--- src/rtl/btn_event_ctrl.sv ---
// btn_event_ctrl
// Turns N debounced button levels into PRESS / RELEASE / LONG / REPEAT events.
// Each button has a small FSM that posts events into a one-deep pending slot.
// A round-robin arbiter moves one pending event per cycle into a shared
// first-word-fall-through FIFO, which the consumer drains over valid/ready.
//
// Ports:
//   i_clk        clock
//   i_rstn       asynchronous active-low reset
//   i_btn        debounced button levels, 1 = pressed
//   i_rep_en     enables REPEAT generation while a button is held
//   o_evt_valid  FIFO head is valid
//   i_evt_ready  consumer accepts the head this cycle
//   o_evt_btn    button index of the head event
//   o_evt_type   head event type: 0 PRESS, 1 RELEASE, 2 LONG, 3 REPEAT
//   i_ovf_clr    clears o_overflow (a simultaneous new overflow wins)
//   o_overflow   sticky: a pending event was overwritten before it was queued
module btn_event_ctrl #(
  parameter int unsigned N_BTN         = 4,
  parameter int unsigned LONG_CYCLES   = 1000,
  parameter int unsigned REPEAT_CYCLES = 250,
  parameter int unsigned FIFO_DEPTH    = 4
) (
  input  logic                       i_clk,
  input  logic                       i_rstn,
  input  logic [N_BTN-1:0]           i_btn,
  input  logic                       i_rep_en,
  output logic                       o_evt_valid,
  input  logic                       i_evt_ready,
  output logic [$clog2(N_BTN)-1:0]   o_evt_btn,
  output logic [1:0]                 o_evt_type,
  input  logic                       i_ovf_clr,
  output logic                       o_overflow
);

  localparam int unsigned BW      = $clog2(N_BTN);
  localparam int unsigned AW      = $clog2(FIFO_DEPTH);
  localparam int unsigned CNT_MAX = (LONG_CYCLES > REPEAT_CYCLES) ? LONG_CYCLES : REPEAT_CYCLES;
  localparam int unsigned CW      = $clog2(CNT_MAX);

  localparam logic [CW-1:0] LONG_LAST = CW'(LONG_CYCLES - 1);
  localparam logic [CW-1:0] REP_LAST  = CW'(REPEAT_CYCLES - 1);

  typedef enum logic [1:0] {
    EvPress   = 2'd0,
    EvRelease = 2'd1,
    EvLong    = 2'd2,
    EvRepeat  = 2'd3
  } evt_e;

  typedef enum logic [1:0] {
    StIdle    = 2'd0,
    StPressed = 2'd1,
    StHeld    = 2'd2
  } state_e;

  // ---------------------------------------------------------------------------
  // Per-button FSMs
  // ---------------------------------------------------------------------------
  logic [N_BTN-1:0] btn_prev_q;
  state_e           state_q [N_BTN];
  state_e           state_d [N_BTN];
  logic [CW-1:0]    cnt_q   [N_BTN];
  logic [CW-1:0]    cnt_d   [N_BTN];
  logic [N_BTN-1:0] post;
  evt_e             post_type [N_BTN];

  always_comb begin
    for (int i = 0; i < int'(N_BTN); i++) begin
      state_d[i]   = state_q[i];
      cnt_d[i]     = cnt_q[i];
      post[i]      = 1'b0;
      post_type[i] = EvPress;
      case (state_q[i])
        StIdle: begin
          // Edge against btn_prev (cleared by reset), so a button held
          // through reset still reports a PRESS.
          if (i_btn[i] && !btn_prev_q[i]) begin
            state_d[i]   = StPressed;
            cnt_d[i]     = '0;
            post[i]      = 1'b1;
            post_type[i] = EvPress;
          end
        end
        StPressed: begin
          if (!i_btn[i]) begin
            state_d[i]   = StIdle;
            cnt_d[i]     = '0;
            post[i]      = 1'b1;
            post_type[i] = EvRelease;
          end else if (cnt_q[i] == LONG_LAST) begin
            state_d[i]   = StHeld;
            cnt_d[i]     = '0;
            post[i]      = 1'b1;
            post_type[i] = EvLong;
          end else begin
            cnt_d[i] = cnt_q[i] + CW'(1);
          end
        end
        StHeld: begin
          if (!i_btn[i]) begin
            state_d[i]   = StIdle;
            cnt_d[i]     = '0;
            post[i]      = 1'b1;
            post_type[i] = EvRelease;
          end else if (!i_rep_en) begin
            cnt_d[i] = '0;
          end else if (cnt_q[i] == REP_LAST) begin
            cnt_d[i]     = '0;
            post[i]      = 1'b1;
            post_type[i] = EvRepeat;
          end else begin
            cnt_d[i] = cnt_q[i] + CW'(1);
          end
        end
        default: begin
          state_d[i] = StIdle;
          cnt_d[i]   = '0;
        end
      endcase
    end
  end

  always_ff @(posedge i_clk or negedge i_rstn) begin
    if (!i_rstn) begin
      btn_prev_q <= '0;
      for (int i = 0; i < int'(N_BTN); i++) begin
        state_q[i] <= StIdle;
        cnt_q[i]   <= '0;
      end
    end else begin
      btn_prev_q <= i_btn;
      for (int i = 0; i < int'(N_BTN); i++) begin
        state_q[i] <= state_d[i];
        cnt_q[i]   <= cnt_d[i];
      end
    end
  end

  // ---------------------------------------------------------------------------
  // Pending slots and round-robin arbiter
  // ---------------------------------------------------------------------------
  logic [N_BTN-1:0] pend_vld_q, pend_vld_d;
  evt_e             pend_type_q [N_BTN];
  evt_e             pend_type_d [N_BTN];
  logic [BW-1:0]    last_q;
  logic [N_BTN-1:0] gnt;
  logic             gnt_any;
  logic [BW-1:0]    gnt_idx;
  evt_e             gnt_type;
  logic             ovf_set;

  logic             fifo_full;
  logic             push;
  logic             pop;
  logic             can_push;

  assign pop      = o_evt_valid & i_evt_ready;
  // A full FIFO still accepts a write when the head leaves in the same cycle.
  assign can_push = ~fifo_full | pop;

  always_comb begin
    int unsigned idx;
    gnt      = '0;
    gnt_any  = 1'b0;
    gnt_idx  = '0;
    gnt_type = EvPress;
    idx      = 0;
    for (int unsigned off = 0; off < N_BTN; off++) begin
      idx = (32'(last_q) + 32'd1 + off) % N_BTN;
      if (can_push && !gnt_any && pend_vld_q[idx]) begin
        gnt_any     = 1'b1;
        gnt[idx]    = 1'b1;
        gnt_idx     = BW'(idx);
        gnt_type    = pend_type_q[idx];
      end
    end
  end

  always_comb begin
    ovf_set = 1'b0;
    for (int i = 0; i < int'(N_BTN); i++) begin
      pend_vld_d[i]  = pend_vld_q[i];
      pend_type_d[i] = pend_type_q[i];
      if (post[i]) begin
        // Newest event wins; only a slot that is not draining this cycle loses data.
        pend_vld_d[i]  = 1'b1;
        pend_type_d[i] = post_type[i];
        if (pend_vld_q[i] && !gnt[i]) begin
          ovf_set = 1'b1;
        end
      end else if (gnt[i]) begin
        pend_vld_d[i] = 1'b0;
      end
    end
  end

  always_ff @(posedge i_clk or negedge i_rstn) begin
    if (!i_rstn) begin
      pend_vld_q <= '0;
      last_q     <= BW'(N_BTN - 1);  // first search after reset starts at index 0
      o_overflow <= 1'b0;
      for (int i = 0; i < int'(N_BTN); i++) begin
        pend_type_q[i] <= EvPress;
      end
    end else begin
      pend_vld_q <= pend_vld_d;
      for (int i = 0; i < int'(N_BTN); i++) begin
        pend_type_q[i] <= pend_type_d[i];
      end
      if (gnt_any) begin
        last_q <= gnt_idx;
      end
      if (ovf_set) begin
        o_overflow <= 1'b1;
      end else if (i_ovf_clr) begin
        o_overflow <= 1'b0;
      end
    end
  end

  // ---------------------------------------------------------------------------
  // Event FIFO (first-word-fall-through, extra pointer bit tells full from empty)
  // ---------------------------------------------------------------------------
  logic [BW-1:0] mem_btn_q  [FIFO_DEPTH];
  logic [1:0]    mem_type_q [FIFO_DEPTH];
  logic [AW:0]   wptr_q, rptr_q;

  assign push      = gnt_any;
  assign fifo_full = (wptr_q[AW] != rptr_q[AW]) && (wptr_q[AW-1:0] == rptr_q[AW-1:0]);

  always_ff @(posedge i_clk or negedge i_rstn) begin
    if (!i_rstn) begin
      wptr_q <= '0;
      rptr_q <= '0;
      for (int i = 0; i < int'(FIFO_DEPTH); i++) begin
        mem_btn_q[i]  <= '0;
        mem_type_q[i] <= '0;
      end
    end else begin
      if (push) begin
        mem_btn_q[wptr_q[AW-1:0]]  <= gnt_idx;
        mem_type_q[wptr_q[AW-1:0]] <= gnt_type;
        wptr_q                     <= wptr_q + 1'b1;
      end
      if (pop) begin
        rptr_q <= rptr_q + 1'b1;
      end
    end
  end

  assign o_evt_valid = (wptr_q != rptr_q);
  assign o_evt_btn   = mem_btn_q[rptr_q[AW-1:0]];
  assign o_evt_type  = mem_type_q[rptr_q[AW-1:0]];

endmodule

--- config.mk ---
export PLATFORM = sky130hd
export DESIGN_NAME = btn_event_ctrl
export DESIGN_NICKNAME = d
export VERILOG_FILES = /design/src/rtl/btn_event_ctrl.sv
export SDC_FILE = /design/constraint.sdc
export NUM_CORES = 1
export LEC_CHECK = 0
export BUFFER_PORTS_ARGS = -buffer_cell sky130_fd_sc_hd__buf_2
export CAP_MARGIN = 5
export CORE_ASPECT_RATIO = 1.4
export CORE_UTILIZATION = 45
export CTS_CLUSTER_SIZE = 12
export DETAILED_ROUTE_END_ITERATION = 12
export PLACE_DENSITY = 0.57
export SLEW_MARGIN = 20
export SYNTH_ARGS = -nofsm -noshare
export SYNTH_HDL_FRONTEND = slang
export SYNTH_SLANG_ARGS = --single-unit
--- constraint.sdc ---
create_clock -name i_clk -period 4.38 [get_ports i_clk]
set_input_delay 0.219 -clock i_clk [delete_from_list [all_inputs] [get_ports i_clk]]
set_output_delay 0.219 -clock i_clk [all_outputs]
set_load 0.05 [all_outputs]
======== Word-level counts from Yosys, hierarchy flattened ========
Index checks and enable logic that the tools add are counted.
word-level totals
  bits in registers ....................... 89
  bits of input ports ..................... 9
  logic and storage cells ................. 314
cells by class
  $lt $le $gt $ge ......................... 15
  reduce and logical (&&, ||, !) cells .... 45
  bitwise logic cells ..................... 12
  multiplexer cells ....................... 172
  equal/unequal tests ..................... 31
  $add $sub $neg .......................... 10
operator list
  kind                   count
  $mux 10                24
  $ge 33x3->1 const B    4
  $not 2->33             4
  $pmux 10 s3            4
  $mux 2                 57
  $mux 1                 54
  $add 10x1->10 const B  4
  $eq 10x10->1 const B   4
  $eq 10x8->1 const B    4
  $bmux 2 s2             6
  $pmux 2 s3             4
  $logic_and 1x1->1      21
  $bwmux 8               2
  $mux 4                 4
  $ne 2x2->1 const B     8
  $pmux 2 s2             4
  $lt 2x3->1 const B     4
  $ne 3x3->1 const B     4
  $or 4x4->4             3
  $pmux 1 s3             4
  $reduce_and 3->1       4
  $logic_not 1->1        11
  $reduce_bool 2->1      5
  $bmux 1 s2             4
  18 further kinds       38

======== Longest topological paths before layout ========
Gate-level depths: netlist of the first run.
  depth after elaboration ................. 29
  depth in mapped cells ................... 11
  depth with buffers taken out ............ 8

======== Least setup slack after synthesis of the first run ========
OpenSTA, ideal clock, no wires.
  path type ............................... register to register
  start ................................... register last_q[0]
  end ..................................... register mem_type_q[0] (netlist name)
  arrival ................................. 2.746 ns
  stages on the path, launching flop included .. 12
  setup slack ............................. 1.509 ns
  data required time ...................... 4.255 ns
  buffers on the path ..................... 3
  library setup time ...................... 0.125 ns
  cell sequence ........................... dfstp_2 > buf_4 > inv_1 > ha_1 > buf_2 > mux2i_1 > mux2_2 > nand2_1 > o31a_1 > buf_4 > nand2_2 > mux2_2
on the way
  word-level cells in the longest chain between the ends .. 18
  elaborated cells between the ends (all ways) .. 47
  those cells by class .................... add/sub: 4; mux: 29; bitwise: 4; reduce/logical: 10
RTL lines
  what                             RTL line  source
  from (decl)                      146       logic [BW-1:0] last_q;
  from (signal assigned)           201       last_q <= BW'(N_BTN - 1);
  from (signal assigned)           212       last_q <= gnt_idx;
  $add 2x1->2 (*)                  170       idx = (32'(last_q) + 32'd1 + off) % N_BTN;
  $bmux 1 s2                       171       if (can_push && !gnt_any && pend_vld_q[idx]) begin
  $mux 1 (not written as such)     171
  $logic_and 1x1->1                171
  $mux 1                           171
  $logic_not 1->1                  171
  $logic_and 1x1->1 (2 in a row)   171
  $mux 1                           171
  $logic_not 1->1                  171
  $logic_and 1x1->1 (2 in a row)   171
  $mux 1                           171
  $logic_not 1->1                  171
  $logic_and 1x1->1 (2 in a row)   171
  $mux 2                           171
  $bwmux 8                         243       mem_type_q[wptr_q[AW-1:0]] <= gnt_type;
  to (signal, indexed assignment)  243
  to (decl)                        226       logic [1:0] mem_type_q [FIFO_DEPTH];
Mark *: on every way between the ends. The rest lies on a longest branch, timed or not. The select of a mux whose other input is x is not followed.
A chain may end at the register's enable or synchronous reset.

======== Worst setup path in the final report of the first run ========
Same ends and word-level chain as after synthesis.

==> qor.yml, run 1 <==
routing:
  dr.pass1.iters: 4
  wl_mm: 11.8
  drt_iter0_drc: 278
  top_layer_used: "met4"
  drc: 0
  wire_per_inst_um: 15.8
  avgViaCountPerCell: 5.81
  ant_nets: 0
  wl_met1_mm: 5.18
  vias: 4320
  wl_met3_um: 313
  met2WireLength_mm: 6.05
synthesis:
  synth_edf_count: 0
  synthFlopType: "dfrtp_1"
  synth_top_family_by_area: "simple AND/OR/NAND/NOR gates"
  synth_compound_area_share_pct: 15.3
  yosys.area_share.simple_pct: 19.1
  synth_nets: 619
  synth_top_cell_by_area: "dfrtp_1"
  synth_area_leaders: "dfrtp_1, ha_1, mux4_2, nand2_1, o21ai_0"
  synthArstFlopShare_pct: 100
  synthXorXnorAreaFrac_pct: 3.45
  synth_area_per_cell_sq_um: 9.67
  synth-seq-cells: 89
  synth_top_area_share_pct: 39.0
  synth_fa_ha_area_share_pct: 7.40
  syn_inst: 577
  ys_types: 63
  ys_seq_area_share_pct: 40.0
  synthMuxAreaShare_pct: 10.8
  syn-cell-area_sq_mm: 0.00558
  yosys_warnings: 0
critical_path:
  crit_type: "reg2reg"
  r2r-end: "mem_type_q[0]"
  cp_common_cell: "mux2_2"
  r2r_start: "last_q[0]"
  crit_slowest_cell: "ha_1"
  max_stage_delay_ns: 0.63
  required_ns: 4.60
  cp-start-kind: "flip-flop"
  arrival_ns: 3.53
  r2r.worst_path.cells: 9
  cp_cell_sequence: "buf_4 > inv_1 > ha_1 > mux2i_1 > mux2_2 > nand2_1 > o31a_1 > nand2_2 > mux2_2"
  crit_path_end_kind: "flip-flop"
  cp_max_fo: 23
  path_buf_inv: 2
  rrSetupSlack_ns: 1.07
  cpLargestDelayFamily: "multiplexers"
global_routing:
  grt_pass1_vias: 4257
  grt_pass1_wl_mm: 20.2
  antenna_found_initial: 0
  grt_max_degree: 50
  grtUsageTotal_pct: 20.1
  grt.overflow.total: 0
final_layout:
  multi_input_area_sq_mm: 0.00313
  num-fill-cells: 1108
  layout_commonest_cell: "dfrtp_1"
  final_cell_mix: "dfrtp_1, nand2_1, inv_1, o21ai_0"
  nets: 634
  fin_util_pct: 51.1
  antenna_cells: 0
  drive_gt1_share_pct: 11.9
  areaGrowthSynthToFinish_pct: 9.29
  ff_latch_area_sq_mm: 0.00223
place:
  dp_slack_ns: 1.08
  io_buffers: 14
  dp_hpwl_mm: 8.79
  gp_congestion: 0.849
clock_network:
  numCtsBuffers: 9
  cts_root_buf: "clkbuf_16"
  cts_tree: "yes"
  cts-resized-gates: 0
  cts_setup_buffers: 0
  holdBufCountCts: 1
  cts_max_path_buffers: 2
  clk_pin_slew_ns: 0.07
  clk-insertion-delay-late_ns: 0.34
  cts_sinks: 89
  h-tree-depth: 3
timing:
  slew-limit-headroom_pct: 53.0
  whs_ns: 0.0356
  finalHoldViolCount: 0
  worstMarginPinSlew_ns: 0.698
  skew_ns: 0.00930
  post-route-period-util_pct: 75.6
  rsz0062_at_grt: "false"
  timing.fmax_mhz: 302
  finalCriticalPeriod_ns: 3.31
  slew_violations: 0
  fin_ws_ns: 1.07
  setup_tns_ns: 0
  setup_violations: 0
status:
  status: "finished clean"
die:
  rows: 47
  die_y_um: 134
  io_pins: 15
  fp.dieArea_sq_mm: 0.0129
  initial_core_util_pct: 46.7
  die_w_um: 96.1
  coreArea_sq_mm: 0.0119
pwr:
  powerDensity_mw_per_mm2: 612
  p_leak_nw: 2.63
  vdd_ir_drop_max_v: 0.000267
hold_path:
  hold_depth: 1
  whs_endpoint: "btn_prev_q[3]"
  min_path_type: "in2reg"
  hold_start: "i_btn[3]"
run:
  cap_violations: 0
==> synthesized netlist by cell type (5+ instances only) <==
| cell type | number |
|---|---|
| nand3_1 | 29 |
| o31ai_1 | 13 |
| nand2_1 | 66 |
| a21oi_1 | 21 |
| xor2_1 | 12 |
| a21o_1 | 7 |
| and3_1 | 6 |
| ha_1 | 33 |
| o21ai_0 | 40 |
| nand4_1 | 12 |
| mux4_2 | 15 |
| and2_1 | 9 |
| clkbuf_1 | 5 |
| mux2_2 | 9 |
| mux2_1 | 11 |
| a31oi_1 | 8 |
| o22ai_1 | 8 |
| inv_1 | 40 |
| buf_2 | 5 |
| xnor2_1 | 10 |
| nand2b_1 | 10 |
| dfrtp_1 | 87 |
| nor2_1 | 33 |
==> report_power, final <==
group          switching (mW)  internal, mW  total [mW]
clock network           0.315         0.471       0.786
logic                    1.06         0.717        1.77
registers               0.179         0.990        1.17
==> layout make-up <==
cell class	instances	area share (%)
Multi-Input combinational cell	435	51.3
Sequential cell	89	36.6
Clock buffer	11	4.15
Tap cell	147	3.02
Inverter	40	2.46
Timing Repair Buffer	17	1.60
Clock inverter	5	0.883
==> per-stage QoR <==
| stage | power [mW] | std cells | area, sq um |
|---|---|---|---|
| after CTS | 3.76 | 744 | 6100 |
| final | 3.73 | 744 | 6100 |
| after detailed placement | 2.95 | 727 | 5780 |
| after global placement | 2.91 | 727 | 5780 |
| after global routing | 4.00 | 744 | 6100 |
| after floorplan | 2.58 | 577 | 5580 |
==> layer usage <==
layer,track usage (%),vias to the layer above
met4,9.70,0
li1,-,2114
met1,25.6,2115
met2,33.1,75
met5,0,-
met3,2.68,16
==> logic make-up after synthesis <==
| kind of cell | count (synthesis) |
|---|---|
| fa+ha+maj | 33 |
| buf+inv | 53 |
| flops | 89 |
| compound gates | 134 |
| simple gates | 207 |
| xor+xnor | 22 |
| mux | 39 |
==> state kept, by name (all words and copies together) (netlist names) <==
register	count
rptr_q	3
o_overflow	1
state_q	8
cnt_q	40
btn_prev_q	4
wptr_q	3
mem_btn_q	8
pend_type_q	8
last_q	2
mem_type_q	8
pend_vld_q	4
==> worst max path at each step <==
stage	end	slack [ns]	start	cells after the start
2_1_floorplan	mem_type_q[0]	1.51	last_q[0]	11
3_3_place_gp	mem_type_q[0]	1.17	last_q[0]	9
3_5_place_dp	mem_type_q[0]	1.08	last_q[0]	9
4_1_cts	mem_type_q[0]	1.05	last_q[0]	9
5_1_grt	mem_type_q[1]	0.84	last_q[0]	9
6_report	mem_type_q[0]	1.07	last_q[0]	9
No activity file was read; power rests on OpenSTA's default activity.
==> run 2: changes to the inputs <==
Settings changed: ABC_AREA set to 1, PLACE_DENSITY 0.57 to 0.59.
Clock period 4.38 ns to 3 ns, I/O delays scaled along.
==> run 2 against run 1 <==
Compared with the run above:
- combinational power is 98% higher
- critical path depth is 2 higher
- sequential cell count stayed put
- cell count is 24% higher
- sequential power is 49% higher
- non-clock buffer count is 6 higher
- synthesized cell count is 29% higher
- worst setup slack worse by 0.48 ns
- total power is 68% higher
- via count is 11% higher
- critical path type unchanged
- critical endpoint is now mem_type_q[7]
- highest routed layer unchanged
==> qor.yml, run 2 <==
synthesis:
  synth-seq-cells: 89  # unchanged
  synth_top_family_by_area: "simple AND/OR/NAND/NOR gates"
  synth_fa_ha_area_share_pct: 7.42  # +0.013 points
  synth_common_cells: "nand2_1, inv_1, nor2_1"
  synthFlopType: "dfrtp_1"
  synth_edf_count: 0  # unchanged
  yosys_warnings: 0  # unchanged
  synth_area_per_cell_sq_um: 7.47  # -23%
  synth_area_leaders: "dfrtp_1, nand2_1, ha_1, inv_1, nor2_1"
  synthMuxAreaShare_pct: 0.180  # -11 points
  synthXorXnorAreaFrac_pct: 2.65  # -0.80 points
  syn_inst: 745  # +29%
  syn-cell-area_sq_mm: 0.00557  # -0.18%
  synthArstFlopShare_pct: 100  # unchanged
  synth_top_area_share_pct: 39.1  # +0.070 points
  ys_seq_area_share_pct: 40.0  # +0.072 points
  synth_top_cell_by_area: "dfrtp_1"
  yosysMostFrequentCell: "nand2_1"
  synth_compound_area_share_pct: 9.75  # -5.5 points
  yosys.area_share.simple_pct: 32.0  # +13 points
  ys_types: 45  # -29%
  synth_nets: 787  # +27%
clock_network:
  cts_max_path_buffers: 2  # unchanged
  cts_setup_buffers: 0  # unchanged
  cts_sinks: 89  # unchanged
  cts_tree: "yes"
  numCtsBuffers: 9  # unchanged
  clk-insertion-delay-late_ns: 0.34  # about the same
  cts_root_buf: "clkbuf_16"
  h-tree-depth: 3  # unchanged
  clk_pin_slew_ns: 0.06  # about the same
die:
  die_y_um: 134  # about the same
  coreArea_sq_mm: 0.0119  # unchanged
  io_pins: 15  # unchanged
  fp.dieArea_sq_mm: 0.0128  # -0.17%
  die_w_um: 96.0  # about the same
  rows: 47  # unchanged
  initial_core_util_pct: 46.6  # -0.084 points
pwr:
  pwr-share-clk_pct: 16.4  # -4.7 points
  vdd_ir_drop_max_v: 0.000393  # +48%
  p_int_mw: 3.14  # +44%
  seqPwrFrac_pct: 27.7  # -3.6 points
  p_total_mw: 6.28  # +68%
  power.switching_mw: 3.14  # +100%
  sw_frac_of_total_pct: 50.0  # +8.4 points
  p_leak_nw: 2.96  # +12%
  powerDensity_mw_per_mm2: 1020  # +67%
  p_comb_share_pct: 55.9  # +8.3 points
place:
  dp_hpwl_mm: 9.44  # +7.5%
  dp_slack_ns: 0.590  # -0.490 ns
  gp_congestion: 0.863  # +1.6%
  post-place-cells: 905  # +24%
  io_buffers: 14  # unchanged
  placed_area_sq_mm: 0.00582  # +0.67%
global_routing:
  antenna_found_initial: 0  # unchanged
  grt.overflow.total: 0  # unchanged
  grt_pass1_wl_mm: 20.7  # +2.0%
  grtUsageTotal_pct: 20.4  # +0.31 points
  grt_max_degree: 52  # +4.0%
  grt_pass1_vias: 4689  # +10%
routing:
  wl_mm: 12.2  # +3.8%
  vias: 4789  # +11%
  avgViaCountPerCell: 5.18  # -11%
  dr.pass1.iters: 4  # unchanged
  drt_iter0_drc: 115  # -59%
  ant_nets: 0  # unchanged
  wire_per_inst_um: 13.2  # -17%
  drc: 0  # unchanged
timing:
  timing.fmax_mhz: 414  # +37%
  rsz0062_at_grt: "false"
  post-route-period-util_pct: 80.4  # +4.8 points
  worstMarginPinSlew_ns: 0.656  # -0.0420 ns
  skew_ns: 0.00461  # -0.00469 ns
  slew-limit-headroom_pct: 56.3  # +3.3 points
  setup_tns_ns: 0  # unchanged
  setup_violations: 0  # unchanged
  slew_violations: 0  # unchanged
  finalCriticalPeriod_ns: 2.41  # -0.899 ns
  fin_ws_ns: 0.587  # -0.481 ns
  finalHoldViolCount: 0  # unchanged
final_layout:
  num-fill-cells: 1188  # +7.2%
  antenna_cells: 0  # unchanged
  largest_reg_flops: 40  # unchanged
  instances_no_fill: 925  # +24%
  layout_commonest_cell: "nand2_1"
  regMostFlops: "cnt_q"
  final_area_sq_mm: 0.00613  # +0.62%
  drive_gt1_share_pct: 8.87  # -3.0 points
  areaGrowthSynthToFinish_pct: 10.2
  final_cell_mix: "nand2_1, inv_1, nor2_1"
  nets: 816  # +29%
critical_path:
  cp_common_cell: "nand2_1"
  arrival_ns: 2.64  # -0.89 ns
  path_buf_inv: 3  # +1
  cp-start-kind: "flip-flop"
  cp_max_fo: 10  # -57%
  cp_cell_sequence: "inv_2 > ha_1 > inv_2 > nand2_1 > nand2_4 > nand4_4 > inv_1 > o21ai_0 > nand4_1 > nand2_1 > nand2_1"
  required_ns: 3.22  # -1.38 ns
  crit_path_end_kind: "flip-flop"
  max_stage_delay_ns: 0.54  # -0.09 ns
  crit_slowest_cell: "dfstp_2"
  cpLargestDelayFamily: "simple AND/OR/NAND/NOR gates"
  crit_type: "reg2reg"
status:
  status: "finished clean"
run:
  cap_violations: 0  # unchanged
hold_path:
  min_path_type: "in2reg"
-- run 2: changes by cell type in the layout (fill, tap and decap cells not counted), sizes merged, moves of 11 or more --
cell | before | now
inv | 40 | 107
mux4 | 15 | 0
mux2 | 20 | 0
nand3 | 29 | 40
nand2 | 70 | 203
nor2 | 33 | 96
nor3 | 5 | 31
-- run 2: per-layer routing --
| metal | wire length, um | GRT usage, % |
|---|---|---|
| met5 | 0 | 0 |
| met4 | 270 | 8.37 |
| met3 | 249 | 3.03 |
| met2 | 6520 | 37.7 |
| met1 | 5190 | 22.6 |
-- run 2: final cells by class --
class | count | area [sq um] | share of cell area [%]
Clock inverter | 2 | 15.0 | 0.245
Multi-Input combinational cell | 544 | 2900 | 47.2
Sequential cell | 89 | 2230 | 36.4
Timing Repair Buffer | 23 | 153 | 2.49
Inverter | 107 | 407 | 6.63
Tap cell | 147 | 184 | 3.00
Clock buffer | 13 | 250 | 4.08
-- run 2: worst paths after layout --
kind / start / end / slack [ns] / cells past startpoint
setup / recovery: last_q[0] / mem_type_q[7] / 0.59 / 11
hold / removal: i_evt_ready / rptr_q[2] / 0.13 / 3
setup reg to reg: last_q[0] / mem_type_q[7] / 0.59 / 11
hold reg to reg: mem_btn_q[4] / mem_btn_q[4] / 0.48 / 2
max in group asynchronous: i_rstn / last_q[1] / 1.81 / 3
min in group asynchronous: i_rstn / cnt_q[25] / 0.37 / 2
-- run 2: worst register-to-register path, cell delays in order, from the launching register on --
cell and delay (ns):
dfstp_2 0.54, inv_2 0.09, ha_1 0.46, inv_2 0.14, nand2_1 0.13, nand2_4 0.10, nand4_4 0.18, inv_1 0.10
o21ai_0 0.09, nand4_1 0.27, nand2_1 0.14, nand2_1 0.05
-- run 2: power groups by stage --
stage | sequential [mW] | clock (mW) | combinational, mW
after floorplan | 1.70 | 0 | 2.75
after global placement | 1.75 | 0 | 3.47
after detailed placement | 1.76 | 0 | 3.52
after CTS | 1.74 | 1.06 | 3.54
after global routing | 1.77 | 1.10 | 3.96
final | 1.74 | 1.03 | 3.51
-- run 2: through the flow --
step	hold WS (ns)	utilization (%)
after floorplan	-0.146	-
after global routing	0.144	51.4
after CTS	0.122	51.4
final	0.128	51.4
after global placement	0.219	48.7
after detailed placement	0.223	48.7
-- run 2: what timing repair did --
item | 4_1_cts | 5_1_grt
hold endpoints to repair | 52 | 0
hold buffers | 5 | 0
gates resized for setup | 0 | 0
-- run 2: logic make-up (layout without fill, tap and decap cells) --
group                      after synthesis  after routing
xor gates and xnor gates                16             16
and+or+nand+nor                        396            396
buffers and inverters                  112            145
muxes                                    1              1
DFF                                     89             89
AOI/OAI and AO/OA                       98             98
adders and majority gates               33             33
==> run 3: changes to the inputs <==
Settings changed: PLACE_DENSITY 0.59 to 0.57.
Clock period 3 ns to 2.4 ns, I/O delays scaled along.
==> run 3 against run 2 <==
Compared with the run above:
- cell count rose by 1.3%
- total power is 31% higher
- maximum frequency grew 8.0%
- clock-buffer cell count decreased by 2
- sequential share of layout area fell by 0.88 points
- die area stayed put
- largest power group unchanged
- register-to-register slack got worse by 0.42 ns
- utilization increased by 1.3 points
==> qor.yml, run 3 (synthesis results as in run 2) <==
pwr:
  p_comb_share_pct: 56.8  # +0.9 points
  powerDensity_mw_per_mm2: 1310  # +28%
  seqPwrFrac_pct: 26.3  # -1.4 points
  pwr-share-clk_pct: 16.8  # +0.4 points
  power.switching_mw: 4.07  # +29%
  sw_frac_of_total_pct: 49.5  # -0.53 points
  p_int_mw: 4.15  # +32%
  vdd_ir_drop_max_v: 0.000575  # +46%
  p_leak_nw: 3.04  # +2.7%
critical_path:
  required_ns: 2.69  # -0.53 ns
  cp-start-kind: "flip-flop"
  cp-endpoint: "mem_btn_q[2]"
  rrSetupSlack_ns: 0.17  # -0.42 ns
  cp.depth: 12  # +1
  r2r_start: "last_q[0]"
  crit_type: "reg2reg"
  cp_cell_sequence: "inv_2 > buf_4 > ha_2 > nor2_2 > inv_1 > nand3_1 > nand2_1 > nor2_4 > nor3_1 > nor2_2 > nand2_1 > nand2_1"
  cp-startpoint: "last_q[0]"
  crit_path_end_kind: "flip-flop"
  max_stage_delay_ns: 0.57  # +0.03 ns
  cpLargestDelayFamily: "simple AND/OR/NAND/NOR gates"
  r2r.worst_path.cells: 12  # +1
  r2r-end: "mem_btn_q[2]"
  cp_max_fo: 9  # -1
  path_buf_inv: 3  # unchanged
  cp_common_cell: "nand2_1"
  crit_slowest_cell: "dfstp_2"
  arrival_ns: 2.52  # -0.12 ns
global_routing:
  grt_max_degree: 44  # -15%
  grt.overflow.total: 0  # unchanged
  antenna_found_initial: 0  # unchanged
  grtUsageTotal_pct: 21.2  # +0.77 points
  grt_pass1_wl_mm: 21.3  # +3.1%
  grt_pass1_vias: 4942  # +5.4%
die:
  io_pins: 15  # unchanged
  initial_core_util_pct: 46.6  # unchanged
  coreArea_sq_mm: 0.0119  # unchanged
  rows: 47  # unchanged
  fp.dieArea_sq_mm: 0.0128  # unchanged
  die_w_um: 96.0  # unchanged
  die_y_um: 134  # unchanged
place:
  post-place-cells: 912  # +0.77%
  io_buffers: 14  # unchanged
  gp_congestion: 0.867  # +0.46%
  dp_hpwl_mm: 9.60  # +1.6%
final_layout:
  antenna_cells: 0  # unchanged
  areaGrowthSynthToFinish_pct: 12.9
  nets: 827  # +1.3%
  drive_gt1_share_pct: 11.3  # +2.4 points
  largest_reg_flops: 40  # unchanged
  regMostFlops: "cnt_q"
  layout_commonest_cell: "nand2_1"
  instances_no_fill: 937  # +1.3%
  fin_util_pct: 52.6  # +1.3 points
  final_cell_mix: "nand2_1, inv_1, nor2_1"
timing:
  setup_tns_ns: 0  # unchanged
  finalHoldViolCount: 0  # unchanged
  rsz0062_at_grt: "false"
  skew_ns: 0.00700  # +0.00238 ns
  setup_violations: 0  # unchanged
  slew-limit-headroom_pct: 63.4  # +7.1 points
  slew_violations: 0  # unchanged
  timing.fmax_mhz: 448  # +8.0%
  finalCriticalPeriod_ns: 2.23  # -0.178 ns
  worstMarginPinSlew_ns: 0.549  # -0.107 ns
  post-route-period-util_pct: 93.1  # +13 points
clock_network:
  numCtsBuffers: 9  # unchanged
  cts_max_path_buffers: 2  # unchanged
  cts_sinks: 89  # unchanged
  cts_tree: "yes"
  clk-insertion-delay-late_ns: 0.35  # about the same
  clk_pin_slew_ns: 0.06  # about the same
  h-tree-depth: 3  # unchanged
  cts_root_buf: "clkbuf_16"
routing:
  drc: 0  # unchanged
  drt_iter0_drc: 192  # +67%
  vias: 4840  # +1.1%
  dr.pass1.iters: 7  # +3
  avgViaCountPerCell: 5.17  # -0.23%
  ant_nets: 0  # unchanged
  wire_per_inst_um: 13.2  # -0.12%
  wl_mm: 12.4  # +1.2%
hold_path:
  min_path_type: "in2reg"
status:
  status: "finished clean"
run:
  cap_violations: 0  # unchanged
## run 3: cell count changes in the layout (fill, tap and decap cells not counted), moves of 2 or more
cell and delta:
clkbuf_1 -3, nor2_4 +2, nor2_1 -2, buf_4 +10
ha_1 -3, clkinvlp_4 -2, clkinv_2 +2, ha_2 +2
inv_6 +3
## run 3: power groups by stage
stage / registers, mW / clock network [mW] / logic (mW)
after CTS: 2.17 / 1.43 / 4.54
after global placement: 2.19 / 0 / 4.44
after global routing: 2.21 / 1.48 / 5.25
final: 2.16 / 1.38 / 4.67
after detailed placement: 2.20 / 0 / 4.51
after floorplan: 2.12 / 0 / 3.43
## run 3: what timing repair did
action                                  in CTS  in global routing
hold buffers                                 5                  0
endpoints found under the hold margin       43                  0
buffers inserted                             0                  4
gates resized for setup                      0                  7
endpoints found under the setup margin       0                 18
## run 3: final cells by class
class | count | area (sq um)
clock buffers | 11 | 253
fillers | 1161 | 5650
well taps | 147 | 184
inverters | 107 | 407
repair buffers | 34 | 248
flip-flops and latches | 89 | 2230
multi-input cells | 544 | 2930
clock inverters | 5 | 36.3
## run 3: layer usage
layer | wire (um) | up-vias | track usage (%)
met3 | 231 | 18 | 2.34
li1 | - | 2486 | -
met5 | 0 | - | 0
met4 | 291 | 0 | 9.54
met1 | 5150 | 2269 | 22.8
met2 | 6700 | 67 | 40.0
## run 3: worst min-delay path, cell delays in order
cell	delay [ns]
buf_2	0.11
nand3_1	0.09
xor2_1	0.06
## run 3: worst min-delay path by stage
stage,start,endpoint,slack (ns),depth (start not counted)
finish,i_evt_ready,rptr_q[2],0.08,3
global route,i_evt_ready,rptr_q[2],0.11,3
CTS,i_evt_ready,rptr_q[2],0.08,3
detailed placement,i_rstn,cnt_q[23],0.15,1
global placement,i_rstn,cnt_q[23],0.15,1
floorplan,i_rstn,btn_prev_q[0],-0.18,0
## run 3: stage by stage
stage | cell area (sq um) | worst slack, ns | hold slack [ns] | power, mW
2_1_floorplan | 5570 | 0.316 | -0.176 | 5.55
3_5_place_dp | 5880 | 0.0759 | 0.150 | 6.71
6_report | 6280 | 0.166 | 0.0807 | 8.22
3_3_place_gp | 5880 | 0.0820 | 0.151 | 6.63
4_1_cts | 6220 | 0.0569 | 0.0810 | 8.14
5_1_grt | 6280 | 0.0101 | 0.109 | 8.94
